File: src/rtl/alu_pkg.sv
// Shared definitions for the ALU arithmetic group.
//   STATE_W      : width of the multiplier FSM state encoding
//   state_e      : ST_IDLE / ST_CALC / ST_DONE
//   booth_op_e   : radix-2 Booth recoding result (NOP / ADD / SUB)
//   booth_decode : maps the scanned bit pair {Q[0], Q_m1} onto a Booth op
package alu_pkg;

    localparam int unsigned STATE_W = 2;

    typedef enum logic [STATE_W-1:0] {
        ST_IDLE = 2'd0,
        ST_CALC = 2'd1,
        ST_DONE = 2'd2
    } state_e;

    typedef enum logic [1:0] {
        BOOTH_NOP = 2'd0,
        BOOTH_ADD = 2'd1,
        BOOTH_SUB = 2'd2
    } booth_op_e;

    // 01: end of a run of ones -> add; 10: start of a run -> subtract.
    function automatic booth_op_e booth_decode(input logic q0, input logic q_m1);
        booth_op_e op;
        op = BOOTH_NOP;
        if (q0 && !q_m1) begin
            op = BOOTH_SUB;
        end else if (!q0 && q_m1) begin
            op = BOOTH_ADD;
        end
        return op;
    endfunction

endpackage

File: src/rtl/booth_step.sv
// One radix-2 Booth iteration: conditional add/subtract of the multiplicand into the
// accumulator, followed by a 1-bit arithmetic right shift of {A, Q, Q_m1}.
// Purely combinational.
//   acc, q, q_m1 : current {A, Q, Q_m1}
//   m            : sign/zero-extended multiplicand
//   acc_next, q_next, q_m1_next : state after this iteration
module booth_step
    import alu_pkg::*;
#(
    parameter int unsigned N = 9
) (
    input  logic [N-1:0] acc,
    input  logic [N-1:0] q,
    input  logic         q_m1,
    input  logic [N-1:0] m,
    output logic [N-1:0] acc_next,
    output logic [N-1:0] q_next,
    output logic         q_m1_next
);

    logic [N-1:0] sum;

    always_comb begin
        unique case (booth_decode(q[0], q_m1))
            BOOTH_ADD: sum = acc + m;
            BOOTH_SUB: sum = acc - m;
            default:   sum = acc;
        endcase
        // Arithmetic shift of the concatenation {sum, q, q_m1}.
        acc_next  = {sum[N-1], sum[N-1:1]};
        q_next    = {sum[0], q[N-1:1]};
        q_m1_next = q[0];
    end

endmodule

File: src/rtl/alu_mul_seq.sv
// Sequential radix-2 Booth multiplier with start/done handshake.
// Operands are extended to WIDTH+1 bits so one datapath serves signed and unsigned
// modes; the low 2*WIDTH bits of the final {A, Q} are the exact product.
// Ports:
//   clk, reset_n          : clock, synchronous active-low reset
//   start, signed_mode    : request (taken when ready) and operand interpretation
//   a, b                  : multiplicand / multiplier, captured on the accepting edge
//   ready, busy           : ready = !busy; busy while iterating
//   product, done         : result and its one-cycle valid pulse
// Build option: define ALU_MUL_EARLY_TERM_EN to finish as soon as all remaining
// Booth steps are no-ops (latency 1..WIDTH+1 instead of fixed WIDTH+1).
module alu_mul_seq
    import alu_pkg::*;
#(
    parameter int unsigned WIDTH = 8
) (
    input  logic               clk,
    input  logic               reset_n,
    input  logic               start,
    input  logic               signed_mode,
    input  logic [WIDTH-1:0]   a,
    input  logic [WIDTH-1:0]   b,
    output logic               ready,
    output logic               busy,
    output logic [2*WIDTH-1:0] product,
    output logic               done
);

    localparam int unsigned N     = WIDTH + 1;
    localparam int unsigned CNT_W = $clog2(WIDTH + 2);

    state_e           state_q;
    logic [N-1:0]     m_q;
    logic [N-1:0]     acc_q;
    logic [N-1:0]     q_q;
    logic             q_m1_q;
    logic [CNT_W-1:0] cnt_q;

    logic [N-1:0]       acc_nx;
    logic [N-1:0]       q_nx;
    logic               q_m1_nx;
    logic               finish;
    logic [2*WIDTH-1:0] result;
    logic [N-1:0]       a_ext;
    logic [N-1:0]       b_ext;

    booth_step #(
        .N (N)
    ) u_booth_step (
        .acc       (acc_q),
        .q         (q_q),
        .q_m1      (q_m1_q),
        .m         (m_q),
        .acc_next  (acc_nx),
        .q_next    (q_nx),
        .q_m1_next (q_m1_nx)
    );

    assign a_ext = {signed_mode & a[WIDTH-1], a};
    assign b_ext = {signed_mode & b[WIDTH-1], b};

`ifdef ALU_MUL_EARLY_TERM_EN
    logic [CNT_W-1:0] rem;
    logic             tail_eq;
`endif

    always_comb begin
        finish = (cnt_q == CNT_W'(1));
        result = (2*WIDTH)'({acc_nx, q_nx});
`ifdef ALU_MUL_EARLY_TERM_EN
        // After this cycle's step, rem bits {Q[rem-1:0], Q_m1} are still unscanned.
        // If they are all equal every remaining step is a pure shift, so collapse them.
        rem     = cnt_q - CNT_W'(1);
        tail_eq = 1'b1;
        for (int unsigned i = 0; i < N - 1; i++) begin
            if (CNT_W'(i) < rem) begin
                tail_eq &= (q_nx[i] == q_m1_nx);
            end
        end
        if (rem != '0 && tail_eq) begin
            finish = 1'b1;
            result = (2*WIDTH)'($signed({acc_nx, q_nx}) >>> rem);
        end
`endif
    end

    always_ff @(posedge clk) begin
        if (!reset_n) begin
            state_q <= ST_IDLE;
            busy    <= 1'b0;
            done    <= 1'b0;
            product <= '0;
            m_q     <= '0;
            acc_q   <= '0;
            q_q     <= '0;
            q_m1_q  <= 1'b0;
            cnt_q   <= '0;
        end else begin
            done <= 1'b0;
            unique case (state_q)
                ST_IDLE, ST_DONE: begin
                    if (start) begin
                        m_q     <= a_ext;
                        acc_q   <= '0;
                        q_q     <= b_ext;
                        q_m1_q  <= 1'b0;
                        cnt_q   <= CNT_W'(N);
                        busy    <= 1'b1;
                        state_q <= ST_CALC;
                    end else begin
                        state_q <= ST_IDLE;
                    end
                end
                ST_CALC: begin
                    acc_q  <= acc_nx;
                    q_q    <= q_nx;
                    q_m1_q <= q_m1_nx;
                    cnt_q  <= cnt_q - CNT_W'(1);
                    if (finish) begin
                        product <= result;
                        done    <= 1'b1;
                        busy    <= 1'b0;
                        state_q <= ST_DONE;
                    end
                end
                default: begin
                    busy    <= 1'b0;
                    state_q <= ST_IDLE;
                end
            endcase
        end
    end

    assign ready = ~busy;

endmodule

File: config.mk
export PLATFORM = sky130hd
export DESIGN_NAME = alu_mul_seq
export DESIGN_NICKNAME = d
export VERILOG_FILES = /design/src/rtl/alu_pkg.sv /design/src/rtl/booth_step.sv /design/src/rtl/alu_mul_seq.sv
export SDC_FILE = /design/constraint.sdc
export NUM_CORES = 1
export LEC_CHECK = 0
export ABC_AREA = 1
export CAP_MARGIN = 10
export CORE_ASPECT_RATIO = 1.2
export CORE_MARGIN = 1.5
export CORE_UTILIZATION = 24
export DETAILED_ROUTE_END_ITERATION = 8
export RECOVER_POWER = 25
export SYNTH_ARGS = -nofsm -noshare
export SYNTH_HDL_FRONTEND = slang
export SYNTH_SLANG_ARGS = --single-unit
File: constraint.sdc
create_clock -name clk -period 1.9 [get_ports clk]
set_input_delay 0.57 -clock clk [delete_from_list [all_inputs] [get_ports clk]]
set_output_delay 0.57 -clock clk [all_outputs]
set_load 0.005 [all_outputs]
==> results of run 1 <==
[cell families after synthesis]
group,share of synthesized area
and+or+nand+nor,0.2830
AOI/OAI and AO/OA,0.1546
buffers and inverters,0.1047
xor gates and xnor gates,0.02241
adders and majority gates,0.06218
DFF,0.3731
[synthesized netlist by cell type (all sizes together)]
cell type   n
a2bb2oi     1
o221ai      1
xnor2       2
a211oi      1
o22ai       1
a21oi      24
ha         12
inv        50
xor2        5
clkbuf      5
a221oi      5
nand4       1
nand3b      1
nor2       36
nand2      92
a31oi       3
o21ai      26
o21a        1
nor3        2
or2         4
nand3      34
buf         7
dfxtp      51
fa          1
[placed cells by master (no fill, tap or decap), types with 3 or more instances in the layout]
cell type        instances
a21oi_1                 19
a21oi_2                  3
a221oi_2                 4
a31oi_1                  3
buf_4                   25
clkbuf_16                5
clkdlybuf4s50_1         37
dfxtp_1                 46
dfxtp_2                  5
ha_1                     6
ha_4                     6
inv_1                   34
inv_2                   11
inv_4                    4
nand2_1                 81
nand2_2                 10
nand3_1                 29
nand3_2                  5
nor2_1                  32
o21ai_0                 12
o21ai_1                  3
o21ai_2                  9
xor2_1                   4
[worst max-delay path by stage]
stage	startpoint	endpoint	depth (start not counted)
floorplan	m_q[1]$_SDFFE_PN0P_	product[15]$_SDFFE_PN0P_	17
global placement	m_q[0]$_SDFFE_PN0P_	product[13]$_SDFFE_PN0P_	16
detailed placement	m_q[0]$_SDFFE_PN0P_	product[13]$_SDFFE_PN0P_	16
CTS	m_q[1]$_SDFFE_PN0P_	product[15]$_SDFFE_PN0P_	17
global route	m_q[0]$_SDFFE_PN0P_	product[15]$_SDFFE_PN0P_	17
finish	q_m1_q$_SDFFE_PN0P_	product[13]$_SDFFE_PN0P_	18
[sequential cells by signal (all words and copies together), names as in the netlist]
signal,flops
product,16
m_q,9
q_q,9
acc_q,8
cnt_q,4
state_q,2
busy,1
done,1
q_m1_q,1
[cell type report]
type | instances | area share
Timing Repair Buffer | 65 | 0.1517
Sequential cell | 51 | 0.2707
Clock inverter | 2 | 0.01022
Inverter | 50 | 0.05341
Multi-Input combinational cell | 253 | 0.4266
Clock buffer | 6 | 0.03660
Tap cell | 154 | 0.05077
[through the flow]
| stage | power (W) | hold slack, ns | util | setup slack, ns | TNS (ns) |
|---|---|---|---|---|---|
| after floorplan | 0.001736 | 0.4263 | - | -0.1082 | -0.2660 |
| after global placement | 0.001986 | 0.4378 | 0.3114 | -0.2163 | -1.611 |
| after detailed placement | 0.002001 | 0.4594 | 0.3114 | -0.2334 | -1.935 |
| after CTS | 0.003153 | 0.4690 | 0.3381 | -0.1819 | -1.141 |
| after global routing | 0.003358 | 0.4832 | 0.3422 | -0.2951 | -2.659 |
| final | 0.003183 | 0.4607 | 0.3422 | -0.1569 | -1.068 |
[per-layer routing]
| layer | global-route usage | wire length, µm |
|---|---|---|
| met5 | 0 | 0 |
| met4 | 0.03697 | 139 |
| met3 | 0.02271 | 132 |
| met2 | 0.2428 | 4027 |
| met1 | 0.1207 | 2688 |
[where the power goes]
| part | total (W) | switching (W) | internal [W] | leakage (nW) |
|---|---|---|---|---|
| clock network | 0.00108 | 0.000419 | 0.000663 | 0.0875 |
| registers | 0.00117 | 0.0000462 | 0.00113 | 0.418 |
| logic | 0.000927 | 0.000501 | 0.000426 | 1.07 |
| total | 0.00318 | 0.000966 | 0.00222 | 1.58 |
[worst register-to-register path, delay by kind of cell, from the launching register on]
family	cells	cell delay (ns)
adders and majority gates	2	0.44
xor gates and xnor gates	1	0.18
DFF	1	0.34
and+or+nand+nor	9	0.63
buffers and inverters	6	0.38
[timing repair]
item	4_1_cts	5_1_grt
hold buffers	0	0
hold endpoints to repair	0	0
buffers inserted	4	0
pin swaps	14	5
setup endpoints to repair	14	14
gates resized for setup	26	22
==> flow_summary.rst, run 1 <==
.. list-table::
   :header-rows: 1

   * - Metric
     - Value
   * - Status
     - complete, but fails checks
   * - Failing checks
     - setup timing
   * - # diodes
     - 0
   * - Worst flop-to-flop path endpoint
     - product[13]$_SDFFE_PN0P_
   * - Reg2Reg Setup Slack
     - -0.16 ns
   * - Design area
     - 3795 µm²
   * - Total of fill cells in the finished design
     - 1135
   * - Required time at the worst-slack endpoint
     - 2.10 ns
   * - HP Start
     - state_q[0]$_SDFFE_PN0N_
   * - Worst path top cell family by delay
     - simple AND/OR/NAND/NOR gates
   * - Setup repair after global routing missed its margin
     - yes
   * - Total power divided by cell area
     - 838.8 nW/µm²
   * - Detailed-route wire length
     - 6987 µm
   * - Max VDD drop
     - 0.3241 mV
   * - Number of endpoints with negative hold slack in the final report
     - 0
   * - Setup CP Type
     - reg -> reg
   * - Final worst path period need
     - 2.057 ns
   * - Cell breakdown of the critical path
     - inv_2 -> ha_4 -> inv_4 -> nand2_2 -> xnor2_2 -> inv_2 -> ha_4 -> buf_4 -> nand2_1 -> inv_1 -> nand2_1 -> nand2_1 -> nand2_1 -> nand3_1 -> nand2_1 -> nand2_1 -> nand2_1 -> inv_1
   * - Layout Area Growth over Synthesis
     - 38.68%
   * - Antenna violations before repair
     - 0
   * - Least-Margin Pin Slew
     - 0.5777 ns
   * - Distinct cells, synth
     - 38
   * - First-pass GRT wire length
     - 11590 µm
   * - Startpoint of the most critical register-to-register path
     - q_m1_q$_SDFFE_PN0P_
   * - Drt first pass iters
     - 4
   * - Clk pin slew, worst setup/hold paths
     - 0.07 ns
   * - Gate Count Post-Synth
     - 366
   * - Worst Path Max Fanout
     - 7
   * - Slowest CP cell
     - dfxtp_2
   * - Cell Rows
     - 42
   * - Gr usage total
     - 0.1204
   * - Post-synth top area share
     - 0.3731
   * - Post-route setup slack
     - -0.1569 ns
   * - Die ar.
     - 12050 µm²
   * - Count of synthesis-stage warnings from yosys
     - 0
   * - Remaining antenna violation count
     - 0
   * - Area occupied by registers
     - 1027 µm²
   * - Net count of the finished layout
     - 459
   * - Starting utilization of the core area
     - 0.2468
   * - Post-detailed-route via-to-cell ratio
     - 4.312
   * - Filler-free cell count of the finished design
     - 581
   * - Synth Net Count
     - 399
   * - Netlist area before placement
     - 2736 µm²
   * - Clock root buffer master
     - clkbuf_16
   * - Endpoint type of the worst setup path
     - flop
   * - Mean routed wirelength per cell
     - 12.03 µm
   * - Most numerous cell on the critical path
     - nand2_1
   * - Count of pins over their slew limit
     - 0
   * - Synth top area cells
     - dfxtp_1, nand2_1, nand3_1, inv_1, ha_1
   * - Number of cells on the worst hold path
     - 1
   * - Number of DRC markers in iteration 0
     - 77
   * - Largest net degree at the start of global routing
     - 26
   * - Clock latency on the worst-skew pair
     - 0.29 ns
   * - Dpl hpwl
     - 5248 µm
   * - Total clock buffers created by CTS
     - 5
   * - Post-route clock period utilization
     - 1.083
   * - Placed cell area
     - 3453 µm²
   * - Number of top-level design ports
     - 39
   * - Tightest Hold Check Type
     - reg -> reg
   * - Vertical extent of the die
     - 120.0 µm
   * - Avg Cell Area, Syn
     - 7.476 µm²
   * - WHS Endpoint
     - busy$_SDFFE_PN0P_
   * - Post-placement cell count
     - 569
   * - Setup clock skew after layout
     - 0.004547 ns
   * - H-tree lvl count
     - 2
   * - Buffers & Inverters on Critical Path
     - 6
   * - Total vias in the final route
     - 2505
   * - Largest area contributor in the synthesized netlist
     - dfxtp_1
   * - Biggest cell delay along the critical path
     - 0.34 ns
   * - Final routed DRC violation total
     - 0
   * - Count of clock tree sinks
     - 51
   * - Achievable clock frequency
     - 486.2 MHz
   * - Reg2reg path depth
     - 18
   * - Total setup violations reported at the end of the flow
     - 10
   * - Worst slew margin
     - 0.6145
   * - Overall overflow remaining after global route
     - 0
   * - Launching element type of the critical path
     - flop
   * - Placer congestion estimate
     - 0.8429
   * - Die X
     - 100.5 µm
   * - Max Buffers Root-to-Sink
     - 2
   * - Static power due to leakage
     - 1.578 nW
   * - Max-capacitance violation count
     - 0
   * - Number of synthesized register bits
     - 51
   * - TritonCTS clock tree
     - yes
   * - Seq/Total Area, Yosys
     - 0.3731
   * - Core Footprint
     - 11090 µm²
   * - Fraction of final layout cells with drive strength greater than 1
     - 0.2553
   * - Count of input and output buffers
     - 38
   * - Area occupied by multi-input gates
     - 1619 µm²
   * - Data arrival time at the worst-slack endpoint
     - 2.25 ns
   * - Number of global-route vias before repair
     - 2605
(Power assumes the default switching activity.)
==> inputs of run 2 (changes only) <==
--- a/config.mk
+++ b/config.mk
@@ -9,8 +9,9 @@
 export CAP_MARGIN = 10
 export CORE_ASPECT_RATIO = 1.2
 export CORE_MARGIN = 1.5
-export CORE_UTILIZATION = 24
+export CORE_UTILIZATION = 46
 export DETAILED_ROUTE_END_ITERATION = 8
+export PLACE_DENSITY = 0.72
 export RECOVER_POWER = 25
 export SYNTH_ARGS = -nofsm -noshare
 export SYNTH_HDL_FRONTEND = slang
==> flow_summary.rst, run 2 (synthesis results as in run 1) <==
.. list-table::
   :header-rows: 1

   * - Metric
     - Value
   * - Cell Rows
     - 30
   * - Remaining antenna violation count
     - 0
   * - Number of endpoints with negative hold slack in the final report
     - 0
   * - Flip-flop count of the largest register, all copies and words added
     - 16
   * - Setup CP Type
     - reg -> reg
   * - Net count of the finished layout
     - 468
   * - Design area
     - 3721 µm²
   * - Placer congestion estimate
     - 0.8746
   * - Worst slew margin
     - 0.6581
   * - Max Buffers Root-to-Sink
     - 2
   * - Overall overflow remaining after global route
     - 0
   * - Post-detailed-route via-to-cell ratio
     - 4.975
   * - Clock latency on the worst-skew pair
     - 0.31 ns
   * - Fraction of final layout cells with drive strength greater than 1
     - 0.2821
   * - Die X
     - 73.41 µm
   * - Biggest cell delay along the critical path
     - 0.35 ns
   * - Count of pins over their slew limit
     - 0
   * - Setup clock skew after layout
     - 0.006347 ns
   * - Post-route clock period utilization
     - 1.130
   * - Top flop regs
     - product: 16 flops, m_q: 9 flops, q_q: 9 flops
   * - Final worst path period need
     - 2.147 ns
   * - Achievable clock frequency
     - 465.8 MHz
   * - Number of cells on the worst hold path
     - 1
   * - Reg2reg path depth
     - 17
   * - Detailed-route wire length
     - 6812 µm
   * - Most numerous cell on the critical path
     - nand2_1
   * - Most frequent cells in the layout
     - nand2_1, dfxtp_1, clkdlybuf4s50_1, inv_1, buf_4
   * - # diodes
     - 0
   * - Total clock buffers created by CTS
     - 5
   * - HP Start
     - state_q[0]$_SDFFE_PN0N_
   * - Slowest CP cell
     - ha_1
   * - Static power due to leakage
     - 1.596 nW
   * - Die ar.
     - 6422 µm²
   * - Total of fill cells in the finished design
     - 509
   * - Startpoint of the most critical register-to-register path
     - m_q[1]$_SDFFE_PN0P_
   * - Status
     - complete, but fails checks
   * - Clk pin slew, worst setup/hold paths
     - 0.10 ns
   * - Gr usage total
     - 0.2149
   * - Count of clock tree sinks
     - 51
   * - H-tree lvl count
     - 2
   * - Data arrival time at the worst-slack endpoint
     - 2.37 ns
   * - Worst Path Max Fanout
     - 4
   * - Placed cell area
     - 3368 µm²
   * - Antenna violations before repair
     - 0
   * - Final core occ
     - 0.6522
   * - Least-Margin Pin Slew
     - 0.5129 ns
   * - Cell breakdown of the critical path
     - inv_2 -> ha_4 -> nand2_4 -> o21ai_4 -> nand2_2 -> xor2_1 -> ha_1 -> nand2_2 -> inv_2 -> a21oi_2 -> nand2_1 -> nand2_1 -> nand3_2 -> nand2_1 -> nand2_1 -> nand2_1 -> inv_1
   * - Number of top-level design ports
     - 39
   * - Most common cell after layout, fill and taps aside
     - nand2_1
   * - Final routed DRC violation total
     - 0
   * - Setup repair after global routing missed its margin
     - yes
   * - Power consumption
     - 0.002951 W
   * - Number of global-route vias before repair
     - 2451
   * - WHS Endpoint
     - busy$_SDFFE_PN0P_
   * - Tightest Hold Check Type
     - reg -> reg
   * - Number of DRC markers in iteration 0
     - 102
   * - Largest net degree at the start of global routing
     - 26
   * - Vertical extent of the die
     - 87.49 µm
   * - Starting utilization of the core area
     - 0.4796
   * - Failing checks
     - setup timing
   * - Worst flop-to-flop path endpoint
     - product[15]$_SDFFE_PN0P_
   * - Total power divided by cell area
     - 793.1 nW/µm²
   * - First-pass GRT wire length
     - 10650 µm
   * - Max-capacitance violation count
     - 0
   * - Clock root buffer master
     - clkbuf_8
   * - Count of input and output buffers
     - 38
   * - Layout Area Growth over Synthesis
     - 35.99%
   * - Post-route setup slack
     - -0.2468 ns
   * - Mean routed wirelength per cell
     - 13.20 µm
   * - Dpl hpwl
     - 4611 µm
   * - Total vias in the final route
     - 2567
   * - Launching element type of the critical path
     - flop
   * - Max VDD drop
     - 0.5793 mV
   * - Required time at the worst-slack endpoint
     - 2.12 ns
   * - TritonCTS clock tree
     - yes
   * - Drt first pass iters
     - 4
   * - Register with the most flip-flops
     - product
   * - Reg2Reg Setup Slack
     - -0.25 ns
   * - Setup Slack @ Placement
     - -0.2524 ns
   * - Total setup violations reported at the end of the flow
     - 13
   * - Endpoint type of the worst setup path
     - flop
   * - Core Footprint
     - 5705 µm²
==> run 2: cell types whose count changed in the layout (fill, tap and decap cells not counted), sizes merged <==
cell	change
inv	-1
buf	+9
clkinvlp	+1
==> run 2: per-layer routing <==
layer	GRT usage	up-vias	share of wire
li1	-	1322	-
met1	0.2418	1196	0.41
met2	0.4132	42	0.55
met3	0.03472	7	0.030
met4	0.05219	0	0.012
met5	0	-	0
==> run 2: layout make-up <==
cell class              count  area, µm²  area share
inverters                  50      203.9     0.05481
flip-flops and latches     51       1027      0.2761
multi-input cells         253       1619      0.4351
repair buffers             74      649.4      0.1745
clock buffers               6      82.58     0.02219
clock inverters             2      38.79     0.01042
well taps                  80      100.1     0.02690
==> run 2: worst max-delay path by stage <==
stage,startpoint,to,slack [ns],depth (start not counted)
finish,m_q[1]$_SDFFE_PN0P_,product[15]$_SDFFE_PN0P_,-0.25,17
global route,m_q[1]$_SDFFE_PN0P_,product[15]$_SDFFE_PN0P_,-0.39,17
CTS,m_q[1]$_SDFFE_PN0P_,product[15]$_SDFFE_PN0P_,-0.17,17
detailed placement,m_q[1]$_SDFFE_PN0P_,product[15]$_SDFFE_PN0P_,-0.25,16
global placement,m_q[1]$_SDFFE_PN0P_,product[15]$_SDFFE_PN0P_,-0.18,17
floorplan,m_q[1]$_SDFFE_PN0P_,product[15]$_SDFFE_PN0P_,-0.11,17
==> run 2: worst max-delay path: cells and delay by family, from the launching register on <==
kind / cells / cell delay, ns
and+or+nand+nor: 9 / 0.59
adders and majority gates: 2 / 0.51
DFF: 1 / 0.34
xor gates and xnor gates: 1 / 0.15
buffers and inverters: 3 / 0.17
AOI/OAI and AO/OA: 2 / 0.28
==> run 2: power breakdown <==
group	internal, W	switching (W)
combinational	0.000451	0.000522
sequential	0.00113	0.0000441
clock	0.000434	0.000373
==> run 2: timing repair <==
action	CTS	global route
setup endpoints to repair	14	15
resized for setup	27	21
pin swaps	18	15
buffers inserted	5	8
hold buffers	0	0
==> run 2: per-stage QoR <==
stage | setup TNS, ns | std cells | hold WS (ns)
after global placement | -1.145 | 496 | 0.4458
after global routing | -4.026 | 516 | 0.4954
after detailed placement | -1.801 | 496 | 0.4506
final | -2.151 | 516 | 0.4658
after floorplan | -0.2660 | 366 | 0.4263
after CTS | -1.108 | 508 | 0.4670
==> inputs of run 3 (changes only) <==
--- a/config.mk
+++ b/config.mk
@@ -8,7 +8,7 @@
 export ABC_AREA = 1
 export CAP_MARGIN = 10
 export CORE_ASPECT_RATIO = 1.2
-export CORE_MARGIN = 1.5
+export CORE_MARGIN = 4
 export CORE_UTILIZATION = 46
 export DETAILED_ROUTE_END_ITERATION = 8
 export PLACE_DENSITY = 0.72
==> flow_summary.rst, run 3 (synthesis results as in run 1) <==
.. list-table::
   :header-rows: 1

   * - Metric
     - Value
   * - Status
     - complete, but fails checks
   * - Failing checks
     - setup timing
   * - Quantity of hold-fixing buffers added after cts
     - 0
   * - Clock latency on the worst-skew pair
     - 0.30 ns
   * - Number of DRC markers in iteration 0
     - 103
   * - Layout Area Growth over Synthesis
     - 34.89%
   * - Placer congestion estimate
     - 0.9137
   * - Antenna violations before repair
     - 0
   * - Placed cell area
     - 3368 µm²
   * - Clk pin slew, worst setup/hold paths
     - 0.09 ns
   * - Flip-flop count of the largest register, all copies and words added
     - 16
   * - Launching element type of the critical path
     - flop
   * - Slowest CP cell
     - dfxtp_2
   * - Net count of the finished layout
     - 464
   * - Final worst path period need
     - 2.066 ns
   * - Most frequent cells in the layout
     - nand2_1, dfxtp_1, clkdlybuf4s50_1, inv_1, nor2_1
   * - Achievable clock frequency
     - 484.0 MHz
   * - Total setup violations reported at the end of the flow
     - 11
   * - Endpoint type of the worst setup path
     - flop
   * - Total of fill cells in the finished design
     - 530
   * - Worst flop-to-flop path endpoint
     - product[15]$_SDFFE_PN0P_
   * - Detailed-route wire length
     - 6658 µm
   * - Area occupied by registers
     - 1027 µm²
   * - Number of cells on the worst hold path
     - 1
   * - First-pass GRT wire length
     - 10960 µm
   * - Top flop regs
     - product: 16 flops, m_q: 9 flops, q_q: 9 flops
   * - Overall overflow remaining after global route
     - 0
   * - Number of top-level design ports
     - 39
   * - Reg2reg path depth
     - 17
   * - Setup CP Type
     - reg -> reg
   * - Data arrival time at the worst-slack endpoint
     - 2.28 ns
   * - Number of global-route vias before repair
     - 2468
   * - Gr usage total
     - 0.1889
   * - Post-detailed-route via-to-cell ratio
     - 4.902
   * - Count of clock tree sinks
     - 51
   * - Number of endpoints with negative hold slack in the final report
     - 0
   * - TritonCTS clock tree
     - yes
   * - Worst setup startpoint
     - m_q[1]$_SDFFE_PN0P_
   * - Worst Path Max Fanout
     - 4
   * - Count of pins over their slew limit
     - 0
   * - H-tree lvl count
     - 2
   * - Area occupied by multi-input gates
     - 1649 µm²
   * - Largest net degree at the start of global routing
     - 18
   * - Dpl hpwl
     - 5065 µm
   * - Max Buffers Root-to-Sink
     - 2
   * - Setup clock skew after layout
     - 0.005770 ns
   * - Cell breakdown of the critical path
     - inv_4 -> ha_4 -> nand2_4 -> o21ai_4 -> nand2_1 -> xor2_1 -> ha_1 -> nand2_1 -> inv_1 -> a21oi_2 -> nand2_1 -> nand2_1 -> nand3_2 -> nand2_1 -> nand2_1 -> nand2_1 -> inv_1
   * - Most common cell after layout, fill and taps aside
     - nand2_1
   * - Total power divided by cell area
     - 749.0 nW/µm²
   * - Startpoint of the most critical register-to-register path
     - m_q[1]$_SDFFE_PN0P_
   * - Post-route setup slack
     - -0.1660 ns
   * - Count of input and output buffers
     - 38
   * - Design area
     - 3691 µm²
   * - Post-route clock period utilization
     - 1.087
   * - Worst slew margin
     - 0.6572
   * - Cell Rows
     - 30
   * - HP Start
     - state_q[0]$_SDFFE_PN0N_
   * - Power consumption
     - 0.002765 W
   * - Required time at the worst-slack endpoint
     - 2.11 ns
   * - Remaining antenna violation count
     - 0
   * - # diodes
     - 0
   * - Static power due to leakage
     - 1.580 nW
   * - Most numerous cell on the critical path
     - nand2_1
   * - WHS Endpoint
     - busy$_SDFFE_PN0P_
   * - Die ar.
     - 7252 µm²
   * - Die X
     - 78.41 µm
   * - Total clock buffers created by CTS
     - 5
   * - Reg2Reg Setup Slack
     - -0.17 ns
   * - Least-Margin Pin Slew
     - 0.5088 ns
   * - Drt first pass iters
     - 4
   * - Tightest Hold Check Type
     - reg -> reg
   * - Max VDD drop
     - 0.5887 mV
   * - Setup repair after global routing missed its margin
     - yes
   * - Clock root buffer master
     - clkbuf_8
   * - Starting utilization of the core area
     - 0.4796
   * - Vertical extent of the die
     - 92.49 µm
   * - Register with the most flip-flops
     - product
   * - Max-capacitance violation count
     - 0
   * - Fraction of final layout cells with drive strength greater than 1
     - 0.2708
   * - Total vias in the final route
     - 2510
   * - Final routed DRC violation total
     - 0
   * - Mean routed wirelength per cell
     - 13.00 µm
   * - Core Footprint
     - 5705 µm²
   * - Biggest cell delay along the critical path
     - 0.34 ns
## run 3: cell types whose count changed in the layout (fill, tap and decap cells not counted), moves of 2 or more
cell | before | now
buf_4 | 33 | 28
clkbuf_1 | 0 | 4
a221oi_1 | 2 | 0
a221oi_2 | 3 | 5
inv_4 | 3 | 5
nor2_2 | 3 | 1
o21ai_0 | 12 | 14
o21ai_2 | 10 | 8
## run 3: routing by layer
| layer | up-vias | part of all wire | track usage |
|---|---|---|---|
| met5 | - | 0 | 0 |
| met4 | 0 | 0.012 | 0.05102 |
| met3 | 9 | 0.015 | 0.02626 |
| met2 | 20 | 0.56 | 0.3750 |
| met1 | 1171 | 0.41 | 0.2046 |
| li1 | 1310 | - | - |
## run 3: where the power goes
part,switching (W),internal [W],total (W)
logic,0.000508,0.000438,0.000946
clock network,0.000348,0.000299,0.000647
registers,0.0000442,0.00113,0.00117
total,0.000900,0.00186,0.00276
## run 3: how the worst max path moves through the flow
stage | slack [ns] | to
after floorplan | -0.11 | product[15]$_SDFFE_PN0P_
final | -0.17 | product[15]$_SDFFE_PN0P_
after CTS | -0.16 | product[15]$_SDFFE_PN0P_
after detailed placement | -0.28 | acc_q[5]$_SDFFE_PN0P_
after global placement | -0.20 | product[14]$_SDFFE_PN0P_
after global routing | -0.33 | product[15]$_SDFFE_PN0P_
## run 3: area by class of cell
type / count / area share
clock buffers: 7 / 0.02339
multi-input cells: 253 / 0.4468
inverters: 50 / 0.05763
clock inverters: 1 / 0.002373
flip-flops and latches: 51 / 0.2783
repair buffers: 70 / 0.1644
well taps: 80 / 0.02712
## run 3: timing repair
| item | 4_1_cts | 5_1_grt |
|---|---|---|
| pin swaps | 17 | 15 |
| cloned | 0 | 0 |
| gates resized for setup | 29 | 19 |
| setup buffers | 5 | 3 |
| endpoints found under the setup margin | 14 | 14 |
## run 3: per-stage QoR
stage                     hold slack (ns)  cells  setup slack (ns)  TNS, ns  utilization
after global placement             0.4451    496           -0.1964   -1.354       0.5904
after floorplan                    0.4263    366           -0.1082  -0.2660            -
after global routing               0.4714    512           -0.3291   -2.880       0.6469
after detailed placement           0.4395    496           -0.2832   -2.018       0.5904
after CTS                          0.4568    509           -0.1570   -1.243       0.6336
final                              0.4597    512           -0.1660   -1.061       0.6469
## run 3: critical path: cells and delay by family (launching register included)
| family | cells | cell delay [ns] |
|---|---|---|
| fa+ha+maj | 2 | 0.48 |
| compound gates | 2 | 0.26 |
| flops | 1 | 0.34 |
| xor+xnor | 1 | 0.14 |
| buf+inv | 3 | 0.15 |
| simple gates | 9 | 0.59 |
